`config.mk`:
```
export PLATFORM = sky130hd
export DESIGN_NAME = ringosc_meas_ctrl
export DESIGN_NICKNAME = d
export VERILOG_FILES = /design/src/rtl/ringosc_pkg.sv /design/src/rtl/ringosc_sync.sv /design/src/rtl/ringosc_meas_ctrl.sv
export SDC_FILE = /design/constraint.sdc
export NUM_CORES = 1
export LEC_CHECK = 0
export CAP_MARGIN = 20
export CORE_MARGIN = 1.5
export CORE_UTILIZATION = 29
export CTS_BUF_LIST = sky130_fd_sc_hd__clkbuf_16
export DETAILED_ROUTE_END_ITERATION = 10
export GPL_ROUTABILITY_DRIVEN = 0
export PLACE_DENSITY = 0.45
export RECOVER_POWER = 100
export SLEW_MARGIN = 30
export SYNTH_ARGS = -nofsm -noshare
export SYNTH_HDL_FRONTEND = slang
export SYNTH_SLANG_ARGS = --single-unit
export TNS_END_PERCENT = 20
```
`constraint.sdc`:
```
create_clock -name clk -period 5.27 [get_ports clk]
set_input_delay 1.054 -clock clk [delete_from_list [all_inputs] [get_ports clk]]
set_output_delay 1.054 -clock clk [all_outputs]
set_load 0.05 [all_outputs]
```
`src/rtl/ringosc_pkg.sv`:
```
// ringosc_pkg: shared types and defaults for the ring-oscillator measurement
// controller (FSM state encoding, default widths, settle length, averaging shift).
package ringosc_pkg;

    typedef enum logic [1:0] {
        ST_IDLE   = 2'd0,
        ST_SETTLE = 2'd1,
        ST_COUNT  = 2'd2,
        ST_DONE   = 2'd3
    } ringosc_state_e;

    localparam int RINGOSC_CNT_W         = 16;
    localparam int RINGOSC_WIN_W         = 16;
    localparam int RINGOSC_SETTLE_CYCLES = 8;
    localparam int RINGOSC_SYNC_STAGES   = 2;

    // Averaging runs 2**RINGOSC_AVG_SHIFT windows and divides by shifting.
    localparam int RINGOSC_AVG_SHIFT     = 2;

endpackage : ringosc_pkg

```
`src/rtl/ringosc_sync.sv`:
```
// ringosc_sync: brings the asynchronous divided oscillator output into the clk
// domain through a SYNC_STAGES flop chain, then emits a registered one-cycle
// pulse for every rising edge of the synchronized signal.
// Edge-to-pulse latency is SYNC_STAGES+1 clk cycles.
module ringosc_sync
    import ringosc_pkg::*;
#(
    parameter int SYNC_STAGES = RINGOSC_SYNC_STAGES
) (
    input  logic clk,
    input  logic rst_n,
    input  logic osc_i,
    output logic edge_o
);

    logic [SYNC_STAGES-1:0] sync_r;
    logic                   sync_d_r;

    // Synchronizer chain, delayed copy of its output and registered edge pulse
    always_ff @(posedge clk or negedge rst_n) begin
        if (!rst_n) begin
            sync_r   <= {SYNC_STAGES{1'b0}};
            sync_d_r <= 1'b0;
            edge_o   <= 1'b0;
        end else begin
            sync_r   <= {sync_r[SYNC_STAGES-2:0], osc_i};
            sync_d_r <= sync_r[SYNC_STAGES-1];
            edge_o   <= sync_r[SYNC_STAGES-1] & ~sync_d_r;
        end
    end

endmodule : ringosc_sync

```
`src/rtl/ringosc_meas_ctrl.sv`:
```
// ringosc_meas_ctrl: measurement controller for the ring oscillator.
// On start it enables the oscillator, waits SETTLE_CYCLES, counts synchronized
// rising edges over win_len reference clocks, disables the oscillator and
// presents the saturating count with a one-cycle done pulse.
// Optional build macro RINGOSC_MEAS_AVG_EN: count four back-to-back windows
// into a wider accumulator and report the truncated average.
// SETTLE_CYCLES must be >= SYNC_STAGES+1 so the synchronizer is flushed before
// counting starts.
module ringosc_meas_ctrl
    import ringosc_pkg::*;
#(
    parameter int CNT_W         = RINGOSC_CNT_W,
    parameter int WIN_W         = RINGOSC_WIN_W,
    parameter int SETTLE_CYCLES = RINGOSC_SETTLE_CYCLES,
    parameter int SYNC_STAGES   = RINGOSC_SYNC_STAGES
) (
    input  logic             clk,
    input  logic             rst_n,
    input  logic             start_i,
    input  logic             abort_i,
    input  logic [WIN_W-1:0] win_len_i,
    input  logic             osc_i,
    output logic             osc_en_o,
    output logic             busy_o,
    output logic             done_o,
    output logic [CNT_W-1:0] count_o,
    output logic             ovf_o
);

    // One timer serves both the settle interval and the count window.
    localparam int SET_W = $clog2(SETTLE_CYCLES + 1);
    localparam int TMR_W = (WIN_W > SET_W) ? WIN_W : SET_W;

    localparam logic [CNT_W-1:0] CNT_MAX     = {CNT_W{1'b1}};
    localparam logic [TMR_W-1:0] SETTLE_LAST = TMR_W'(SETTLE_CYCLES - 1);

    ringosc_state_e   state_r,   state_s;
    logic [TMR_W-1:0] tmr_r,     tmr_s;
    logic [WIN_W-1:0] win_len_r, win_len_s;
    logic [CNT_W-1:0] cnt_r,     cnt_s;
    logic             ovf_r,     ovf_s;
    logic [CNT_W-1:0] cnt_inc_s;
    logic             ovf_inc_s;
    logic [CNT_W-1:0] res_cnt_s;
    logic             res_ovf_s;
    logic             win_end_s;
    logic             edge_s;

`ifdef RINGOSC_MEAS_AVG_EN
    localparam int                       ACC_W    = CNT_W + RINGOSC_AVG_SHIFT;
    localparam logic [RINGOSC_AVG_SHIFT-1:0] WIN_LAST = {RINGOSC_AVG_SHIFT{1'b1}};

    logic [ACC_W-1:0]             acc_r,     acc_s;
    logic [ACC_W-1:0]             acc_sum_s;
    logic [CNT_W-1:0]             acc_avg_s;
    logic [RINGOSC_AVG_SHIFT-1:0] win_idx_r, win_idx_s;
`endif

    ringosc_sync #(
        .SYNC_STAGES (SYNC_STAGES)
    ) u_sync (
        .clk    (clk),
        .rst_n  (rst_n),
        .osc_i  (osc_i),
        .edge_o (edge_s)
    );

    // Last cycle of the current count window (win_len_r is nonzero in COUNT)
    assign win_end_s = (tmr_r == (TMR_W'(win_len_r) - TMR_W'(1)));

    // Saturating increment of the edge counter for this cycle's edge pulse
    always_comb begin
        cnt_inc_s = cnt_r;
        ovf_inc_s = ovf_r;
        if (edge_s) begin
            if (cnt_r == CNT_MAX) begin
                ovf_inc_s = 1'b1;
            end else begin
                cnt_inc_s = cnt_r + CNT_W'(1);
            end
        end else begin
            cnt_inc_s = cnt_r;
            ovf_inc_s = ovf_r;
        end
    end

`ifdef RINGOSC_MEAS_AVG_EN
    // Window accumulation and truncating average of the four windows
    always_comb begin
        acc_sum_s = acc_r + ACC_W'(cnt_inc_s);
        acc_avg_s = acc_sum_s[ACC_W-1:RINGOSC_AVG_SHIFT];
    end
`endif

    // Next-state, datapath update and result selection
    always_comb begin
        state_s   = state_r;
        tmr_s     = tmr_r;
        win_len_s = win_len_r;
        cnt_s     = cnt_r;
        ovf_s     = ovf_r;
        res_cnt_s = count_o;
        res_ovf_s = ovf_o;
`ifdef RINGOSC_MEAS_AVG_EN
        acc_s     = acc_r;
        win_idx_s = win_idx_r;
`endif
        case (state_r)
            ST_IDLE: begin
                if (start_i) begin
                    win_len_s = win_len_i;
                    tmr_s     = TMR_W'(0);
                    cnt_s     = CNT_W'(0);
                    ovf_s     = 1'b0;
`ifdef RINGOSC_MEAS_AVG_EN
                    acc_s     = ACC_W'(0);
                    win_idx_s = {RINGOSC_AVG_SHIFT{1'b0}};
`endif
                    if (win_len_i != WIN_W'(0)) begin
                        state_s = ST_SETTLE;
                    end else begin
                        state_s   = ST_DONE;
                        res_cnt_s = CNT_W'(0);
                        res_ovf_s = 1'b0;
                    end
                end else begin
                    state_s = ST_IDLE;
                end
            end
            ST_SETTLE: begin
                if (abort_i) begin
                    state_s = ST_IDLE;
                end else if (tmr_r == SETTLE_LAST) begin
                    state_s = ST_COUNT;
                    tmr_s   = TMR_W'(0);
                end else begin
                    tmr_s = tmr_r + TMR_W'(1);
                end
            end
            ST_COUNT: begin
                cnt_s = cnt_inc_s;
                ovf_s = ovf_inc_s;
                if (abort_i) begin
                    // Abort wins over a coincident window end.
                    state_s = ST_IDLE;
                end else if (win_end_s) begin
`ifdef RINGOSC_MEAS_AVG_EN
                    acc_s = acc_sum_s;
                    tmr_s = TMR_W'(0);
                    cnt_s = CNT_W'(0);
                    if (win_idx_r == WIN_LAST) begin
                        state_s   = ST_DONE;
                        res_cnt_s = acc_avg_s;
                        res_ovf_s = ovf_inc_s;
                    end else begin
                        win_idx_s = win_idx_r + {{(RINGOSC_AVG_SHIFT-1){1'b0}}, 1'b1};
                    end
`else
                    state_s   = ST_DONE;
                    res_cnt_s = cnt_inc_s;
                    res_ovf_s = ovf_inc_s;
`endif
                end else begin
                    tmr_s = tmr_r + TMR_W'(1);
                end
            end
            ST_DONE: begin
                state_s = ST_IDLE;
            end
            default: begin
                state_s = ST_IDLE;
            end
        endcase
    end

    // State and datapath registers
    always_ff @(posedge clk or negedge rst_n) begin
        if (!rst_n) begin
            state_r   <= ST_IDLE;
            tmr_r     <= TMR_W'(0);
            win_len_r <= WIN_W'(0);
            cnt_r     <= CNT_W'(0);
            ovf_r     <= 1'b0;
`ifdef RINGOSC_MEAS_AVG_EN
            acc_r     <= ACC_W'(0);
            win_idx_r <= {RINGOSC_AVG_SHIFT{1'b0}};
`endif
        end else begin
            state_r   <= state_s;
            tmr_r     <= tmr_s;
            win_len_r <= win_len_s;
            cnt_r     <= cnt_s;
            ovf_r     <= ovf_s;
`ifdef RINGOSC_MEAS_AVG_EN
            acc_r     <= acc_s;
            win_idx_r <= win_idx_s;
`endif
        end
    end

    // Registered outputs decoded from the next state so they align with it
    always_ff @(posedge clk or negedge rst_n) begin
        if (!rst_n) begin
            osc_en_o <= 1'b0;
            busy_o   <= 1'b0;
            done_o   <= 1'b0;
            count_o  <= CNT_W'(0);
            ovf_o    <= 1'b0;
        end else begin
            osc_en_o <= (state_s == ST_SETTLE) || (state_s == ST_COUNT);
            busy_o   <= (state_s == ST_SETTLE) || (state_s == ST_COUNT);
            done_o   <= (state_s == ST_DONE);
            count_o  <= res_cnt_s;
            ovf_o    <= res_ovf_s;
        end
    end

endmodule : ringosc_meas_ctrl

```
==> results of run 1 <==
## worst min-delay path by stage
stage	start	end	slack (ns)	depth (start not counted)
after floorplan	u_sync.sync_r[0]$_DFF_PN0_	u_sync.sync_r[1]$_DFF_PN0_	0.33	0
after global placement	u_sync.sync_r[0]$_DFF_PN0_	u_sync.sync_r[1]$_DFF_PN0_	0.33	0
after detailed placement	u_sync.sync_r[0]$_DFF_PN0_	u_sync.sync_r[1]$_DFF_PN0_	0.34	0
after CTS	u_sync.sync_r[0]$_DFF_PN0_	u_sync.sync_r[1]$_DFF_PN0_	0.36	0
after global routing	u_sync.sync_r[0]$_DFF_PN0_	u_sync.sync_r[1]$_DFF_PN0_	0.37	0
final	u_sync.sync_r[0]$_DFF_PN0_	u_sync.sync_r[1]$_DFF_PN0_	0.35	0
## Yosys cell counts, types with 4 or more instances
master / count / area share, %
o21ai_0: 20 / 2.2
and2_1: 5 / 0.67
nand4b_1: 4 / 0.75
buf_6: 5 / 1.2
o31ai_1: 26 / 4.2
o211ai_1: 21 / 3.4
o22ai_1: 4 / 0.54
nand3_1: 17 / 1.8
clkbuf_1: 23 / 1.9
o41ai_2: 13 / 4.5
nand2_1: 37 / 3.0
a21o_1: 7 / 1.1
and3_1: 9 / 1.2
dfrtp_1: 74 / 40
xor2_1: 15 / 2.8
nand4_1: 10 / 1.3
nor2b_1: 4 / 0.54
buf_2: 5 / 0.54
nor4b_1: 4 / 0.75
nor3_1: 10 / 1.1
nor2_1: 30 / 2.4
o21ai_1: 11 / 1.2
mux2_2: 16 / 3.9
nor4_1: 11 / 1.5
xnor2_1: 17 / 3.2
a21oi_1: 18 / 1.9
ha_1: 9 / 2.4
inv_1: 19 / 1.5
## logic make-up after synthesis
logic type | Yosys count | share of synthesized area [%]
AND/OR/NAND/NOR | 160 | 18.8
AO/OA/AOI/OAI | 140 | 22.8
flip-flops | 74 | 39.8
buffers and inverters | 54 | 5.38
XOR/XNOR | 33 | 6.51
multiplexers | 18 | 4.33
adder cells (fa/ha/maj) | 9 | 2.42
## metrics by stage
| stage | setup slack, ns | utilization [%] | hold slack, ns | area (sq um) |
|---|---|---|---|---|
| floorplan | 2.35 | - | 0.331 | 4650 |
| global placement | 1.03 | 32.8 | 0.333 | 5170 |
| detailed placement | 0.994 | 32.8 | 0.342 | 5170 |
| CTS | 1.35 | 34.8 | 0.356 | 5480 |
| global route | 0.616 | 34.1 | 0.368 | 5370 |
| finish | 1.20 | 34.1 | 0.349 | 5370 |
## cells in the final DEF (no fill, tap or decap), types with 5 or more instances in the layout
cell type	instances
o41ai_1	13
mux2_2	16
o31ai_1	27
clkbuf_16	9
o211ai_1	21
a21oi_1	18
nor3_1	10
and3_1	9
a21o_1	7
dlygate4sd3_1	22
and2_1	5
clkdlybuf4s50_1	17
inv_1	19
nor4b_1	5
nor2_1	30
xor2_1	15
nand4_1	10
xnor2_1	17
nor4_1	11
o21ai_0	31
ha_1	9
dfrtp_1	74
nand2_1	36
nand3_1	17
## metal layers
layer / up-vias / track usage (%) / wire length (um)
met4: 0 / 4.31 / 125
met1: 1940 / 21.8 / 6040
li1: 1869 / - / -
met3: 8 / 3.76 / 648
met5: - / 0 / 0
met2: 102 / 23.9 / 5510
## power groups by stage
stage	Clock, mW	Combinational, mW	Sequential [mW]
after global placement	0	0.201	0.645
after global routing	0.687	0.218	0.641
after floorplan	0	0.156	0.626
final	0.649	0.198	0.637
after CTS	0.666	0.205	0.635
after detailed placement	0	0.204	0.645
## flip-flops by register name, indices dropped and copies added, names as in the netlist, 2 cells and up
name,count
count_o,16
cnt_r,16
u_sync.sync_r,2
state_r,2
win_len_r,16
tmr_r,16
## critical path, cell delays in order (launching register included)
cell and delay, ns:
dfrtp_1 0.45, inv_1 0.09, ha_1 0.39, or4b_1 0.61, nor3_1 0.22, xnor2_1 0.17, nand4b_1 0.14, nor4b_1 0.77
nand4_1 0.74, o21ai_0 0.38
## area by class of cell
type,count,area (sq um)
clock buffer,9,225
clock inverter,6,82.6
inverter,20,75.1
multi-input combinational,360,2440
sequential,74,1850
fill,1641,10400
tap,216,270
timing repair buffer,43,424
==> run_results.csv, run 1 <==
group,metric,value,unit
setup_path,cp.required,5.51,ns
clocking,cts_setup_buffers,0,
synth,syn_avg_cell_area,9.53,sq um
floorplanning,die_area,16800,sq um
final_layout,final_layout_size_suffix_gt1_share,8.01,%
outcome,status,"complete, no violations",
synth,synth_nets,518,
routing,drc,0,
timing,fin_tns_setup,0,ns
power,power_switching,0.395,mW
hold_path,hp-class,"reg2reg",
power,ir_drop,0.172,mV
setup_path,cp-endpoint,"count_o[15]$_DFFE_PN0P_",
power,p_leak,2.18,nW
timing,clock_skew,0.0129,ns
clocking,clk_latency,0.34,ns
floorplanning,dieHeight,130,um
floorplanning,io_pins,41,
routing,vias,3919,
power,power_frac_clock,43.7,%
setup_path,startpoint,"win_len_r[0]$_DFFE_PN0P_",
routing,routed_wl,12300,um
power,p_per_area,276,nW/um^2
synth,synth_area,4650,sq um
setup_path,critPathCaptureType,"flip-flop",
grt,grt_max_degree,75,
clocking,cts_resized,0,
routing,wire_per_inst,16.9,um
final_layout,nNetsFinal,538,
power,intPower,1.09,mW
power,p_seq_share,42.9,%
timing,fin_crit_sh,77.3,%
final_layout,final_cells,728,
grt,grt_use_total,15.6,%
power,power_frac_comb,13.3,%
routing,viasPerCell,5.38,
setup_path,ff2ff_path_depth,9,
setup_path,crit_path_max_fanout,17,
timing,hold_viol,0,
power,power,1.48,mW
clocking,tritoncts,"built",
setup_path,worstReg2RegEnd,"count_o[15]$_DFFE_PN0P_",
timing,relSlewSlack,34.5,%
timing,tightest_slew,0.972,ns
synth,ys.flop_type,"dfrtp_1",
grt,grt_pass1_wl,20100,um
clocking,clock_path_buffers,2,
setup_path,r2r-start,"win_len_r[0]$_DFFE_PN0P_",
clocking,cts_sinks,74,
timing,maxSlewViolCount,0,
synth,synth_cells,488,
final_layout,area_delta_synth_final,15.5,%
timing,grt_setup_unrepaired,"no",
setup_path,crit_path_start_kind,"flip-flop",
grt,grt_pass1_vias,3762,
setup_path,crit_type,"reg2reg",
timing,setup_viol,0,
floorplanning,core,15800,sq um
power,swShare,26.6,%
routing,drtAntennaViolNets,0,
synth,yosysWarnings,0,
clocking,cts_buffers,9,
setup_path,reg2reg_slack,1.20,ns
placed_design,portBuffers,40,
synth,async_flop_share,100,%
final_layout,diodes,0,
floorplanning,start_util,29.5,%
clocking,path_clk_slew,0.06,ns
floorplanning,die_w,130,um
timing,fmax,246,MHz
synth,synth-seq-cells,74,
grt,grt.overflow.total,0,
flow_run,maxCapViolCount,0,
synth,ys_seq_area_share,39.8,%
routing,dr.pass1.iters,5,
setup_path,worstPathArrival,4.31,ns
routing,drt_iter0_drc,367,
clocking,cts.htree.levels,3,
placed_design,hpwl,8680,um
synth,yosysUniqueCellTypes,60,
synth,synth_edf_count,0,
clocking,cts_hold_buf,0,
grt,antenna_found_initial,0,
floorplanning,rows,46,
placed_design,dp_cells,713,
timing,period_needed,4.07,ns
clocking,root_buffer,"clkbuf_16",
Power figures use the tool's default switching activity.
==> inputs of run 2 (changes only) <==
- clock period: 5.27 -> 4.04 ns (I/O delays scaled with it)
==> run_results.csv, run 2 (synthesis results as in run 1) <==
group,metric,value,unit
grt,grt_use_total,16.0,%
routing,drc,0,
placed_design,hpwl,8870,um
final_layout,final_layout_size_suffix_gt1_share,9.04,%
grt,grt_max_degree,39,
floorplanning,core,15800,sq um
power,power_frac_clock,45.6,%
hold_path,min_path_cells,0,
grt,antenna_found_initial,0,
routing,viasPerCell,5.33,
power,p_leak,2.23,nW
timing,fin_tns_setup,0,ns
hold_path,min_to,"u_sync.sync_r[1]$_DFF_PN0_",
floorplanning,die_area,16800,sq um
floorplanning,rows,46,
timing,period_needed,3.54,ns
clocking,cts_buffers,9,
setup_path,worstPathArrival,3.76,ns
timing,hold_slack,0.354,ns
power,power_frac_comb,13.2,%
final_layout,final_common_cell,"dfrtp_1",
clocking,root_buffer,"clkbuf_16",
power,p_seq_share,41.3,%
power,p_per_area,368,nW/um^2
timing,tightest_slew,2.02,ns
setup_path,crit_path_max_fanout,17,
floorplanning,start_util,29.5,%
final_layout,diodes,0,
floorplanning,dieHeight,130,um
setup_path,cp.required,4.26,ns
routing,vias,3921,
routing,drtAntennaViolNets,0,
clocking,cts_resized,0,
placed_design,place_ws,0.463,ns
final_layout,nNetsFinal,546,
clocking,path_clk_slew,0.06,ns
placed_design,portBuffers,40,
timing,relSlewSlack,-34.6,%
timing,maxSlewViolCount,38,
clocking,clock_path_buffers,2,
timing,grt_setup_unrepaired,"no",
clocking,clk_latency,0.35,ns
outcome,status,"finished with violations",
power,intPower,1.49,mW
setup_path,worstReg2RegEnd,"count_o[14]$_DFFE_PN0P_",
routing,dr.pass1.iters,4,
outcome,violations,"capacitance limit, slew limit",
placed_design,dp_cells,721,
power,swShare,26.0,%
setup_path,critPathCaptureType,"flip-flop",
final_layout,area_delta_synth_final,17.2,%
setup_path,crit_path_start_kind,"flip-flop",
setup_path,r2r-start,"win_len_r[0]$_DFFE_PN0P_",
routing,drt_iter0_drc,331,
timing,fin_crit_sh,87.7,%
hold_path,hp-start,"u_sync.sync_r[0]$_DFF_PN0_",
flow_run,maxCapViolCount,1,
setup_path,crit_type,"reg2reg",
grt,grt_pass1_wl,20700,um
hold_path,hp-class,"reg2reg",
timing,fmax,282,MHz
final_layout,final_core_util,34.6,%
final_layout,final_cell_mix,"dfrtp_1 (74), nand2_1 (37), o21ai_0 (31), nor2_1 (30), o31ai_1 (26)",
power,power_switching,0.521,mW
timing,clock_skew,0.0106,ns
clocking,cts_hold_buf,0,
clocking,cts.htree.levels,3,
timing,setup_viol,0,
clocking,cts_setup_buffers,0,
clocking,cts_sinks,74,
grt,grt_pass1_vias,3809,
setup_path,reg2reg_slack,0.50,ns
final_layout,final_cells,736,
clocking,tritoncts,"built",
routing,routed_wl,12500,um
floorplanning,die_w,130,um
setup_path,ff2ff_path_depth,9,
power,ir_drop,0.207,mV
timing,hold_viol,0,
routing,wire_per_inst,17.0,um
timing,finalWorstSetupSlack,0.497,ns
floorplanning,io_pins,41,
grt,grt.overflow.total,0,
-- run 2: how the worst max path moves through the flow --
stage / startpoint / cells after the start / slack (ns) / endpoint
detailed placement: win_len_r[0]$_DFFE_PN0P_ / 9 / 0.46 / tmr_r[1]$_DFFE_PN0P_
floorplan: state_r[0]$_DFF_PN0_ / 12 / 1.12 / busy_o$_DFF_PN0_
global placement: win_len_r[0]$_DFFE_PN0P_ / 9 / 0.55 / tmr_r[13]$_DFFE_PN0P_
finish: win_len_r[0]$_DFFE_PN0P_ / 9 / 0.50 / count_o[14]$_DFFE_PN0P_
CTS: win_len_r[0]$_DFFE_PN0P_ / 9 / 0.43 / tmr_r[1]$_DFFE_PN0P_
global route: win_len_r[0]$_DFFE_PN0P_ / 9 / 0.20 / count_o[5]$_DFFE_PN0P_
-- run 2: cell type report --
class	count	area (sq um)
Clock buffer	9	225
Clock inverter	6	108
Fill cell	1651	10300
Inverter	20	75.1
Multi-Input combinational cell	360	2450
Sequential cell	74	1850
Tap cell	216	270
Timing Repair Buffer	51	470
-- run 2: per-layer routing --
layer  GRT usage [%]  share of wire (%)  up-vias
met5               0                  0        -
met4            7.32                2.4        0
met3            3.01                3.7       18
met2            23.1                 44       80
met1            23.0                 50     1951
li1                -                  -     1872
-- run 2: worst max-delay path: stages, from the launching register on --
cell and delay [ns]:
dfrtp_1 0.45, inv_1 0.09, ha_1 0.41, or4b_1 0.61
o41ai_1 0.29, o211a_1 0.20, o21ai_0 0.08, or4_1 0.82
o211ai_1 0.32, o21ai_0 0.12
-- run 2: power by group through the flow --
| stage | logic [mW] | registers, mW | clock network, mW |
|---|---|---|---|
| final | 0.264 | 0.829 | 0.915 |
| after global routing | 0.291 | 0.835 | 0.969 |
| after CTS | 0.273 | 0.828 | 0.943 |
| after detailed placement | 0.270 | 0.841 | 0 |
| after global placement | 0.268 | 0.841 | 0 |
| after floorplan | 0.203 | 0.816 | 0 |
-- run 2: through the flow --
stage | cell area (sq um) | power [mW]
floorplan | 4650 | 1.02
global placement | 5220 | 1.11
detailed placement | 5240 | 1.11
CTS | 5570 | 2.04
global route | 5450 | 2.09
finish | 5450 | 2.01
